===== src/rtl/debounce_pkg.sv =====
// Shared constants for the push-button debouncers: board clock, default
// filter thresholds and the idle pin level of the console buttons.
package debounce_pkg;

  localparam int unsigned CLK_HZ         = 50_000_000;
  localparam int unsigned DB_PRESS_CYC   = 50_000;
  localparam int unsigned DB_RELEASE_CYC = 501;
  localparam int unsigned DB_LONG_CYC    = CLK_HZ;

  // Board buttons pull up and short to ground when pressed.
  localparam bit   DB_ACTIVE_LOW  = 1'b1;
  localparam logic BTN_IDLE_LEVEL = 1'b1;

  function automatic int unsigned umax(input int unsigned a, input int unsigned b);
    return (a > b) ? a : b;
  endfunction

  // Pin level seen while a button is not pressed.
  function automatic logic idle_level(input bit active_low);
    return active_low ? BTN_IDLE_LEVEL : ~BTN_IDLE_LEVEL;
  endfunction

endpackage


===== src/rtl/debounce_multi_if.sv =====
// Button bank bundle: raw pins in, debounced level and event strobes out.
interface debounce_multi_if #(
  parameter int unsigned N_CH = 4
);

  logic [N_CH-1:0] btn_in;
  logic [N_CH-1:0] btn_level;
  logic [N_CH-1:0] btn_press;
  logic [N_CH-1:0] btn_release;
  logic [N_CH-1:0] btn_long;

  // master drives the pins (board / bench), slave is the debouncer
  modport master (
    output btn_in,
    input  btn_level, btn_press, btn_release, btn_long
  );

  modport slave (
    input  btn_in,
    output btn_level, btn_press, btn_release, btn_long
  );

endinterface


===== src/rtl/debounce_ch.sv =====
// Single-channel debouncer: 2-FF synchroniser, asymmetric stability filter,
// level + press/release strobes; long-press strobe under DEBOUNCE_LONGPRESS_EN.
module debounce_ch
  import debounce_pkg::*;
#(
  parameter int unsigned COUNT_PRESS   = DB_PRESS_CYC,
  parameter int unsigned COUNT_RELEASE = DB_RELEASE_CYC,
  parameter int unsigned COUNT_LONG    = DB_LONG_CYC,
  parameter bit          ACTIVE_LOW    = DB_ACTIVE_LOW
) (
  input  logic clk,
  input  logic reset,
  input  logic btn_in,
  output logic btn_level,
  output logic btn_press,
  output logic btn_release,
  output logic btn_long
);

  localparam int unsigned CW   = $clog2(umax(COUNT_PRESS, COUNT_RELEASE) + 1);
  localparam logic        IDLE = idle_level(ACTIVE_LOW);

  logic          sync1;
  logic          sync2;
  logic          raw_p;
  logic [CW-1:0] cnt;

  always_ff @(posedge clk or negedge reset) begin
    if (!reset) begin
      sync1 <= IDLE;
      sync2 <= IDLE;
    end else begin
      sync1 <= btn_in;
      sync2 <= sync1;
    end
  end

  assign raw_p = sync2 ^ ACTIVE_LOW;

  // Any sample agreeing with the current level throws away the whole run.
  always_ff @(posedge clk or negedge reset) begin
    if (!reset) begin
      cnt         <= '0;
      btn_level   <= 1'b0;
      btn_press   <= 1'b0;
      btn_release <= 1'b0;
    end else begin
      btn_press   <= 1'b0;
      btn_release <= 1'b0;
      if (raw_p == btn_level) begin
        cnt <= '0;
      end else if (raw_p && (cnt == CW'(COUNT_PRESS - 1))) begin
        cnt       <= '0;
        btn_level <= 1'b1;
        btn_press <= 1'b1;
      end else if (!raw_p && (cnt == CW'(COUNT_RELEASE - 1))) begin
        cnt         <= '0;
        btn_level   <= 1'b0;
        btn_release <= 1'b1;
      end else begin
        cnt <= cnt + CW'(1);
      end
    end
  end

`ifdef DEBOUNCE_LONGPRESS_EN
  localparam int unsigned HW = $clog2(COUNT_LONG + 1);

  logic [HW-1:0] hold;

  // Saturating hold timer; reaching the limit fires exactly once per press.
  always_ff @(posedge clk or negedge reset) begin
    if (!reset) begin
      hold     <= '0;
      btn_long <= 1'b0;
    end else begin
      btn_long <= 1'b0;
      if (!btn_level) begin
        hold <= '0;
      end else if (hold != HW'(COUNT_LONG)) begin
        hold <= hold + HW'(1);
        if (hold == HW'(COUNT_LONG - 1)) begin
          btn_long <= 1'b1;
        end
      end
    end
  end
`else
  logic unused_long_cfg;

  assign unused_long_cfg = ^COUNT_LONG;
  assign btn_long        = 1'b0;
`endif

endmodule


===== src/rtl/debounce_multi.sv =====
// N-channel push-button debouncer for the console button bank; one
// debounce_ch per pin. Long-press strobes need DEBOUNCE_LONGPRESS_EN.
module debounce_multi
  import debounce_pkg::*;
#(
  parameter int unsigned N_CH          = 4,
  parameter int unsigned COUNT_PRESS   = DB_PRESS_CYC,
  parameter int unsigned COUNT_RELEASE = DB_RELEASE_CYC,
  parameter int unsigned COUNT_LONG    = DB_LONG_CYC,
  parameter bit          ACTIVE_LOW    = DB_ACTIVE_LOW
) (
  input  logic             clk,
  input  logic             reset,
  debounce_multi_if.slave  bus
);

  logic [N_CH-1:0] level;
  logic [N_CH-1:0] press;
  logic [N_CH-1:0] rel;
  logic [N_CH-1:0] lng;

  for (genvar i = 0; i < int'(N_CH); i++) begin : g_ch
    debounce_ch #(
      .COUNT_PRESS   (COUNT_PRESS),
      .COUNT_RELEASE (COUNT_RELEASE),
      .COUNT_LONG    (COUNT_LONG),
      .ACTIVE_LOW    (ACTIVE_LOW)
    ) u_ch (
      .clk         (clk),
      .reset       (reset),
      .btn_in      (bus.btn_in[i]),
      .btn_level   (level[i]),
      .btn_press   (press[i]),
      .btn_release (rel[i]),
      .btn_long    (lng[i])
    );
  end

  assign bus.btn_level   = level;
  assign bus.btn_press   = press;
  assign bus.btn_release = rel;
  assign bus.btn_long    = lng;

endmodule


===== src/flat_wrapper.sv =====
// flat-port wrapper written by rule: the top's interface ports become plain ports
module debounce_multi_flat import debounce_pkg::*;
#(
  parameter int unsigned N_CH          = 4,
  parameter int unsigned COUNT_PRESS   = DB_PRESS_CYC,
  parameter int unsigned COUNT_RELEASE = DB_RELEASE_CYC,
  parameter int unsigned COUNT_LONG    = DB_LONG_CYC,
  parameter bit          ACTIVE_LOW    = DB_ACTIVE_LOW
)
  (clk, reset, bus_btn_in, bus_btn_level, bus_btn_press, bus_btn_release, bus_btn_long);
  debounce_multi_if #(.N_CH(N_CH)) bus_i ();
  input  logic clk;
  input  logic reset;
  input wire logic [$bits(bus_i.btn_in)-1:0] bus_btn_in;
  output wire logic [$bits(bus_i.btn_level)-1:0] bus_btn_level;
  output wire logic [$bits(bus_i.btn_press)-1:0] bus_btn_press;
  output wire logic [$bits(bus_i.btn_release)-1:0] bus_btn_release;
  output wire logic [$bits(bus_i.btn_long)-1:0] bus_btn_long;
  assign bus_i.btn_in = bus_btn_in;
  assign bus_btn_level = bus_i.btn_level;
  assign bus_btn_press = bus_i.btn_press;
  assign bus_btn_release = bus_i.btn_release;
  assign bus_btn_long = bus_i.btn_long;
  debounce_multi #(.N_CH(N_CH), .COUNT_PRESS(COUNT_PRESS), .COUNT_RELEASE(COUNT_RELEASE), .COUNT_LONG(COUNT_LONG), .ACTIVE_LOW(ACTIVE_LOW)) u_core (.clk(clk), .reset(reset), .bus(bus_i));
endmodule

===== config.mk =====
export PLATFORM = sky130hd
export DESIGN_NAME = debounce_multi_flat
export DESIGN_NICKNAME = d
export VERILOG_FILES = /design/src/rtl/debounce_pkg.sv /design/src/rtl/debounce_multi_if.sv /design/src/rtl/debounce_ch.sv /design/src/rtl/debounce_multi.sv /design/src/flat_wrapper.sv
export SDC_FILE = /design/constraint.sdc
export NUM_CORES = 1
export LEC_CHECK = 0
export ABC_AREA = 1
export CORE_MARGIN = 2
export CORE_UTILIZATION = 57
export CTS_BUF_LIST = sky130_fd_sc_hd__clkbuf_4
export DETAILED_ROUTE_END_ITERATION = 8
export GPL_ROUTABILITY_DRIVEN = 1
export PLACE_DENSITY = 0.8
export SLEW_MARGIN = 20
export SYNTH_ARGS = -nofsm -noshare
export SYNTH_HDL_FRONTEND = slang
export SYNTH_SLANG_ARGS = --single-unit
export TNS_END_PERCENT = 10

===== constraint.sdc =====
create_clock -name clk -period 1.3 [get_ports clk]
set_input_delay 0.39 -clock clk [delete_from_list [all_inputs] [get_ports clk]]
set_output_delay 0.39 -clock clk [all_outputs]
set_load 0.02 [all_outputs]

==> impl_results.md, run 1 <==
* CTS max path bufs at 2
* Final core occ at roughly 73%
* Proportion of layout cells with a drive suffix above 1 at 26.6%
* Routed len/inst at 13.5 microns
* Synth Register Bits at 84
* Critical Path AT at roughly 1.8 ns
* Post-Syn Area at 4620 sq um
* Failing checks: setup timing
* Top-count cell post-synth: nor2_1
* Crit Path Class: flop to flop
* Core box area at 7810 sq um
* Setup violators final at 70
* Synth area leaders: dfrtp_1, nor2_1, nand2_1, inv_1, nand3_1
* Largest net degree at the start of global routing at 29
* Asr flop ratio synth at between 90% and 100%
* Antenna Cells at 0
* Final wirelength at between 10000 and 15000 microns
* Final nets at a little under 700
* Congestion Overflow GR at 0
* Leakage at 2.53 nW
* Status: finished with violations
* Hold path depth at 1
* Worst Clk Skew at around 0.025 ns
* CP startpoint kind: flop
* Port bufs at 17
* Syn_area_per_cell at between 7 and 8 sq um
* Site Rows at 32
* GRT Util Overall at 23.4%
* Clock transition at the registers of the reported paths at about 0.14 ns
* Fin. Hold Viols at 0
* Post-synth top area share at about two fifths
* Die Ht at approximately 94 microns
* Reg2reg path depth at 9
* DRC viols at 0
* CP max FO at 6
* PwrDens at about 810 nW/um^2
* CP endpoint kind: flop
* Achievable frequency at between 600 and 700 MHz
* Max-cap violations at 0
* Post-synth EDFFs at 0
* Drt initial violations at around 240
* Yosys cell types at 25
* Setup TNS at -4.25 ns
* Worst path required time at approximately 1.7 ns
* Final setup margin at -0.129 ns
* H-tree depth at 3
* Post-synth top flop: dfrtp_1
* TritonCTS clock tree: done
* CTS buffer count at 9
* Period minus WS final at between 1 and 1.5 ns
* Yosys Warn Count at 0
* Initial antenna violation count at 0
* # clock sinks at 84
* DP Wirelength at approximately 6700 microns
* Syn-to-layout area delta at 23.5%
* Clock Latency Late Sink at around 0.46 ns
* Die Width at around 94 microns
* RSZ-0062 raised after global routing: true
* Initial core utilization at between 50% and 60%
* Yosys top cell by area: dfrtp_1
* Min-delay worst type: primary input to flop
* CTS root buf: clkbuf_4
* Max VDD drop at ~0.46 mV
* Post-synthesis sequential area ratio at 45.7%
* Routed vias/inst at 5.31
* DR vias at between 4000 and 5000
* Die ar. at 8840 sq um
* Fin crit share at 110%
* Gpl congestion at 0.976
* Number of global-route vias before repair at 3849
* Final Slew Violations at 0
* Global-route wire length before repair at around 17000 microns
* Gate Count Post-Synth at ~610
* Most instantiated cells after synthesis: nor2_1, nand2_1, dfrtp_1, inv_1, nand3_1
* ANT nets after route at 0
* IO Count at 22
* 1st-pass router iterations at 5
flip-flops by register name (all words and copies together) (netlist names):
name and flops:
u_core.g_ch.u_ch.btn_release 4, u_core.g_ch.u_ch.btn_level 4, u_core.g_ch.u_ch.sync2 4, u_core.g_ch.u_ch.sync1 4, u_core.g_ch.u_ch.btn_press 4, u_core.g_ch.u_ch.cnt 64
cell families after synthesis:
logic type	share of synthesized area (%)
xor gates and xnor gates	6.07
DFF	45.7
and+or+nand+nor	34.1
adders and majority gates	2.17
AOI/OAI and AO/OA	2.60
buffers and inverters	9.26
other	0.0812
report_power, final:
| group | total, W | switching, W | internal [W] |
|---|---|---|---|
| clock | 0.00155 | 0.000948 | 0.000604 |
| combinational | 0.000361 | 0.000204 | 0.000157 |
| sequential | 0.00272 | 0.0000571 | 0.00267 |
| total | 0.00464 | 0.00121 | 0.00343 |
routing by layer:
layer / vias to the layer above / routed length [microns] / global-route usage [%]
met5: - / 0 / 0
met4: 0 / 427 / 11.2
met3: 50 / 551 / 4.09
met2: 145 / 5220 / 39.7
met1: 1967 / 4410 / 29.0
li1: 2010 / - / -
path summary, 6_finish.rpt:
path | start | endpoint | slack [ns]
worst max-delay path | u_core.g_ch[3].u_ch.cnt[0]$_DFF_PN0_ | u_core.g_ch[3].u_ch.cnt[0]$_DFF_PN0_ | -0.13
worst max register to register | u_core.g_ch[3].u_ch.cnt[0]$_DFF_PN0_ | u_core.g_ch[3].u_ch.cnt[0]$_DFF_PN0_ | -0.13
min in group asynchronous | reset | u_core.g_ch[0].u_ch.btn_release$_DFF_PN0_ | 0.36
worst min-delay path | bus_btn_in[2] | u_core.g_ch[2].u_ch.sync1$_DFF_PN1_ | 0.34
max in group asynchronous | reset | u_core.g_ch[0].u_ch.cnt[3]$_DFF_PN0_ | 0.39
worst min register to register | u_core.g_ch[3].u_ch.sync1$_DFF_PN1_ | u_core.g_ch[3].u_ch.sync2$_DFF_PN1_ | 0.37
metrics by stage:
step | instance area (sq um) | total power, W | worst slack [ns] | hold slack (ns) | instances
after CTS | 5330 | 0.00456 | -0.102 | 0.327 | 775
after global placement | 5090 | 0.00302 | -0.0661 | 0.306 | 756
after detailed placement | 5090 | 0.00303 | -0.158 | 0.304 | 756
after global routing | 5710 | 0.00483 | -0.203 | 0.318 | 786
final | 5710 | 0.00464 | -0.129 | 0.336 | 786
after floorplan | 4630 | 0.00290 | 0.0168 | 0.0944 | 615
cells in the final DEF, fill, tap and decap left out, types with 2 or more instances in the layout:
cell type / n
buf_2: 4
nand3_1: 37
nor2_2: 27
ha_4: 3
inv_2: 6
xnor2_2: 2
dfrtp_2: 11
o21ai_1: 4
nand3_2: 5
inv_1: 65
clkdlybuf4s50_1: 4
dfstp_2: 8
buf_6: 10
buf_4: 51
xnor2_1: 10
nor2_4: 9
conb_1: 4
o21bai_1: 10
xor2_1: 18
nand3_4: 9
ha_2: 2
dfrtp_1: 65
nand4_1: 14
xnor2_4: 2
nor2_1: 127
o21ai_0: 4
ha_1: 3
clkinvlp_4: 3
nand2_2: 14
nand2_1: 132
clkbuf_4: 10
what timing repair did:
| action | CTS | global route |
|---|---|---|
| endpoints found under the hold margin | 19 | 0 |
| cloned | 0 | 2 |
| pin swaps | 5 | 24 |
| setup endpoints to repair | 75 | 86 |
| hold buffers | 1 | 0 |
| buffers inserted | 2 | 9 |
| gates resized for setup | 82 | 87 |
layout make-up:
type	instances	area [sq um]
multi-input cells	442	2460
repair buffers	71	586
fillers	539	2100
clock buffers	10	75.1
flip-flops and latches	84	2130
well taps	102	128
clock inverters	6	65.1
inverters	71	267
worst max-delay path, stage by stage, from the launching register on:
cell     delay [ns]
dfrtp_2        0.48
inv_2          0.10
ha_4           0.14
nand2_2        0.06
inv_2          0.06
nand2_2        0.05
nor2_4         0.13
nand2_4        0.09
nand3_4        0.16
nor2_2         0.06
No activity file was read; power rests on OpenSTA's default activity.
==> run 2, diff against run 1 <==
--- a/config.mk
+++ b/config.mk
@@ -6,9 +6,11 @@
 export NUM_CORES = 1
 export LEC_CHECK = 0
 export ABC_AREA = 1
+export CORE_ASPECT_RATIO = 1.1
 export CORE_MARGIN = 2
 export CORE_UTILIZATION = 57
 export CTS_BUF_LIST = sky130_fd_sc_hd__clkbuf_4
+export CTS_CLUSTER_DIAMETER = 50
 export DETAILED_ROUTE_END_ITERATION = 8
 export GPL_ROUTABILITY_DRIVEN = 1
 export PLACE_DENSITY = 0.8
==> run 2 against run 1 <==
Net effect:
- the flow still finishes with violations (setup timing)
- cell count increased by 1.1%
- fmax shrank 6.4%
- non-clock buffer count grew 3
- critical path type unchanged
==> impl_results.md, run 2 (same netlist as run 1, synthesis figures left out) <==
* IO Count at 22 (unchanged)
* Routed vias/inst at 5.22 (-1.6%)
* Final nets at 696 (+0.43%)
* Die ar. at 8840 sq um (about the same)
* WP buf/inv at 0 (-2)
* Max-cap violations at 0 (unchanged)
* Worst Clk Skew at 0.0204 ns (-0.00503 ns)
* Initial antenna violation count at 0 (unchanged)
* GRT busiest layer: met2
* Final core occ at 73.3% (+0.23 points)
* Pwr Total at 0.00442 W (-4.7%)
* Setup violators final at 72 (+2.9%)
* DRC viols at 0 (unchanged)
* CTS buffer count at 9 (unchanged)
* Net Sw Frac at 26.5% (+0.41 points)
* Clock transition at the registers of the reported paths at 0.14 ns (about the same)
* Placed Cells at 769 (+1.7%)
* Antenna Cells at 0 (unchanged)
* Final std cells w/o fill at 795 (+1.1%)
* Site Rows at 34 (+6.3%)
* Core box area at 7870 sq um (+0.80%)
* Proportion of layout cells with a drive suffix above 1 at 28.4% (+1.8 points)
* DR vias at 4152 (-0.48%)
* Period minus WS final at 1.53 ns (+0.0978 ns)
* GRT met2 Usage at 39.7% (about the same)
* Largest Register: u_core.g_ch.u_ch.cnt
* CTS root buf: clkbuf_4
* Final Slew Violations at 0 (unchanged)
* # clock sinks at 84 (unchanged)
* 1st-pass router iterations at 5 (unchanged)
* Most common cell after layout, fill and taps aside: nand2_1
* ANT nets after route at 0 (unchanged)
* Min-delay worst type: primary input to async pin
* Failing checks: setup timing
* Sw power at 0.00117 W (-3.2%)
* Critical Path AT at 1.93 ns (+0.15 ns)
* Register area at 2130 sq um (unchanged)
* Number of global-route vias before repair at 3858 (+0.23%)
* Routed len/inst at 13.4 microns (-0.79%)
* Commonest cells after routing, fill and taps aside: nand2_1, nor2_1, dfrtp_1
* Die Width at 89.8 microns (-4.5%)
* Fin crit share at 117% (+7.5 points)
* CP cell instances: ha_2, nand2_1, nor2_4, nand3_2, o21bai_1, nand2_1, nor2_1
* H-tree depth at 3 (unchanged)
* Initial core utilization at 58.7% (-0.47 points)
* Logic gate share of total power at 8.0% (+0.2 points)
* CP endpoint kind: flop
* Gpl congestion at 0.872 (-11%)
* Die Ht at 98.4 microns (+4.7%)
* Slowest stage delay, CP at 0.44 ns (-0.04 ns)
* Final setup margin at -0.227 ns (-0.0978 ns)
* Status: finished with violations
* Largest net degree at the start of global routing at 25 (-14%)
* TritonCTS clock tree: done
* Setup TNS at -4.29 ns (-0.0439 ns)
* Max reg flops at 64 (unchanged)
* Internal power at 0.00325 W (-5.2%)
* PwrDens at 766 nW/um^2 (-5.8%)
* Global-route wire length before repair at 16700 microns (+1.3%)
* Worst R2R Setup Slack at -0.23 ns (-0.10 ns)
* GRT Util Overall at 23.1% (-0.35 points)
* CTS max path bufs at 2 (unchanged)
* Final instance area at 5770 sq um (+1.1%)
* Worst path required time at 1.70 ns (+0.05 ns)
* Reg power frac at 61.6% (+2.8 points)
* Crit Path Class: flop to flop
* CP max FO at 4 (-2)
* Clock power frac at 30.4% (-3.1 points)
* Met1 GRT Util at 29.0% (+0.061 points)
* DP Wirelength at 6910 microns (+2.6%)
* # fillers at 538 (-0.19%)
* GR Util met3 at 4.28% (+0.19 points)
* Slowest CP cell: dfrtp_1
* Achievable frequency at 655 MHz (-6.4%)
* Delay-heaviest family, CP: simple AND/OR/NAND/NOR gates
* Congestion Overflow GR at 0 (unchanged)
* Placed instance area at 5180 sq um (+1.7%)
* Max VDD drop at 0.522 mV (+13%)
* Final wirelength at 10600 microns (+0.35%)
* Fin. Hold Viols at 0 (unchanged)
* Leakage at 2.55 nW (+0.72%)
* Syn-to-layout area delta at 24.9%
* Port bufs at 17 (unchanged)
* CP startpoint kind: flop
* Drt initial violations at 173 (-27%)
* Clock Latency Late Sink at 0.45 ns (about the same)
* RSZ-0062 raised after global routing: true
* Multi-input logic area at 2500 sq um (+1.4%)
* Cell mode on critical path: nand2_1
-- run 2: worst paths after layout --
| kind | startpoint | to | depth (start not counted) |
|---|---|---|---|
| max | u_core.g_ch[2].u_ch.cnt[0]$_DFF_PN0_ | u_core.g_ch[2].u_ch.cnt[10]$_DFF_PN0_ | 7 |
| min | reset | u_core.g_ch[1].u_ch.cnt[9]$_DFF_PN0_ | 2 |
| max reg2reg | u_core.g_ch[2].u_ch.cnt[0]$_DFF_PN0_ | u_core.g_ch[2].u_ch.cnt[10]$_DFF_PN0_ | 7 |
| min reg2reg | u_core.g_ch[2].u_ch.sync1$_DFF_PN1_ | u_core.g_ch[2].u_ch.sync2$_DFF_PN1_ | 0 |
| max in group asynchronous | reset | u_core.g_ch[3].u_ch.sync1$_DFF_PN1_ | 3 |
| min in group clk | bus_btn_in[2] | u_core.g_ch[2].u_ch.sync1$_DFF_PN1_ | 1 |
-- run 2: layout make-up --
type,instances,share of cell area [%]
flip-flops and latches,84,36.8
clock buffers,11,1.43
repair buffers,74,11.0
clock inverters,5,0.499
well taps,108,2.34
inverters,71,4.62
multi-input cells,442,43.3
-- run 2: stage by stage --
| step | hold WS [ns] | setup WS [ns] |
|---|---|---|
| after floorplan | 0.0944 | 0.0168 |
| after global placement | 0.293 | -0.0358 |
| after detailed placement | 0.293 | -0.117 |
| after CTS | 0.342 | -0.0994 |
| after global routing | 0.350 | -0.274 |
| final | 0.335 | -0.227 |
-- run 2: worst register-to-register path, delay by kind of cell, from the launching register on --
family | cells | cell delay (ns)
compound gates | 1 | 0.21
fa+ha+maj | 1 | 0.22
flops | 1 | 0.44
simple gates | 5 | 0.62
-- run 2: what timing repair did --
action / in CTS / in global routing
endpoints found under the setup margin: 74 / 88
hold endpoints to repair: 15 / 0
resized for setup: 88 / 96
cloned: 0 / 2
pin swaps: 6 / 21
hold buffers: 1 / 0
setup buffers: 1 / 6
-- run 2: power groups by stage --
stage          registers, W  logic, W  clock network [W]
6_report            0.00272  0.000355            0.00134
5_1_grt             0.00273  0.000401            0.00146
4_1_cts             0.00271  0.000309            0.00135
3_5_place_dp        0.00276  0.000292                  0
3_3_place_gp        0.00275  0.000283                  0
2_1_floorplan       0.00275  0.000148                  0
-- run 2: per-layer routing --
layer | part of all wire (%) | wire (microns)
met1 | 41 | 4370
met2 | 52 | 5550
met3 | 4.8 | 512
met4 | 2.0 | 216
met5 | 0 | 0
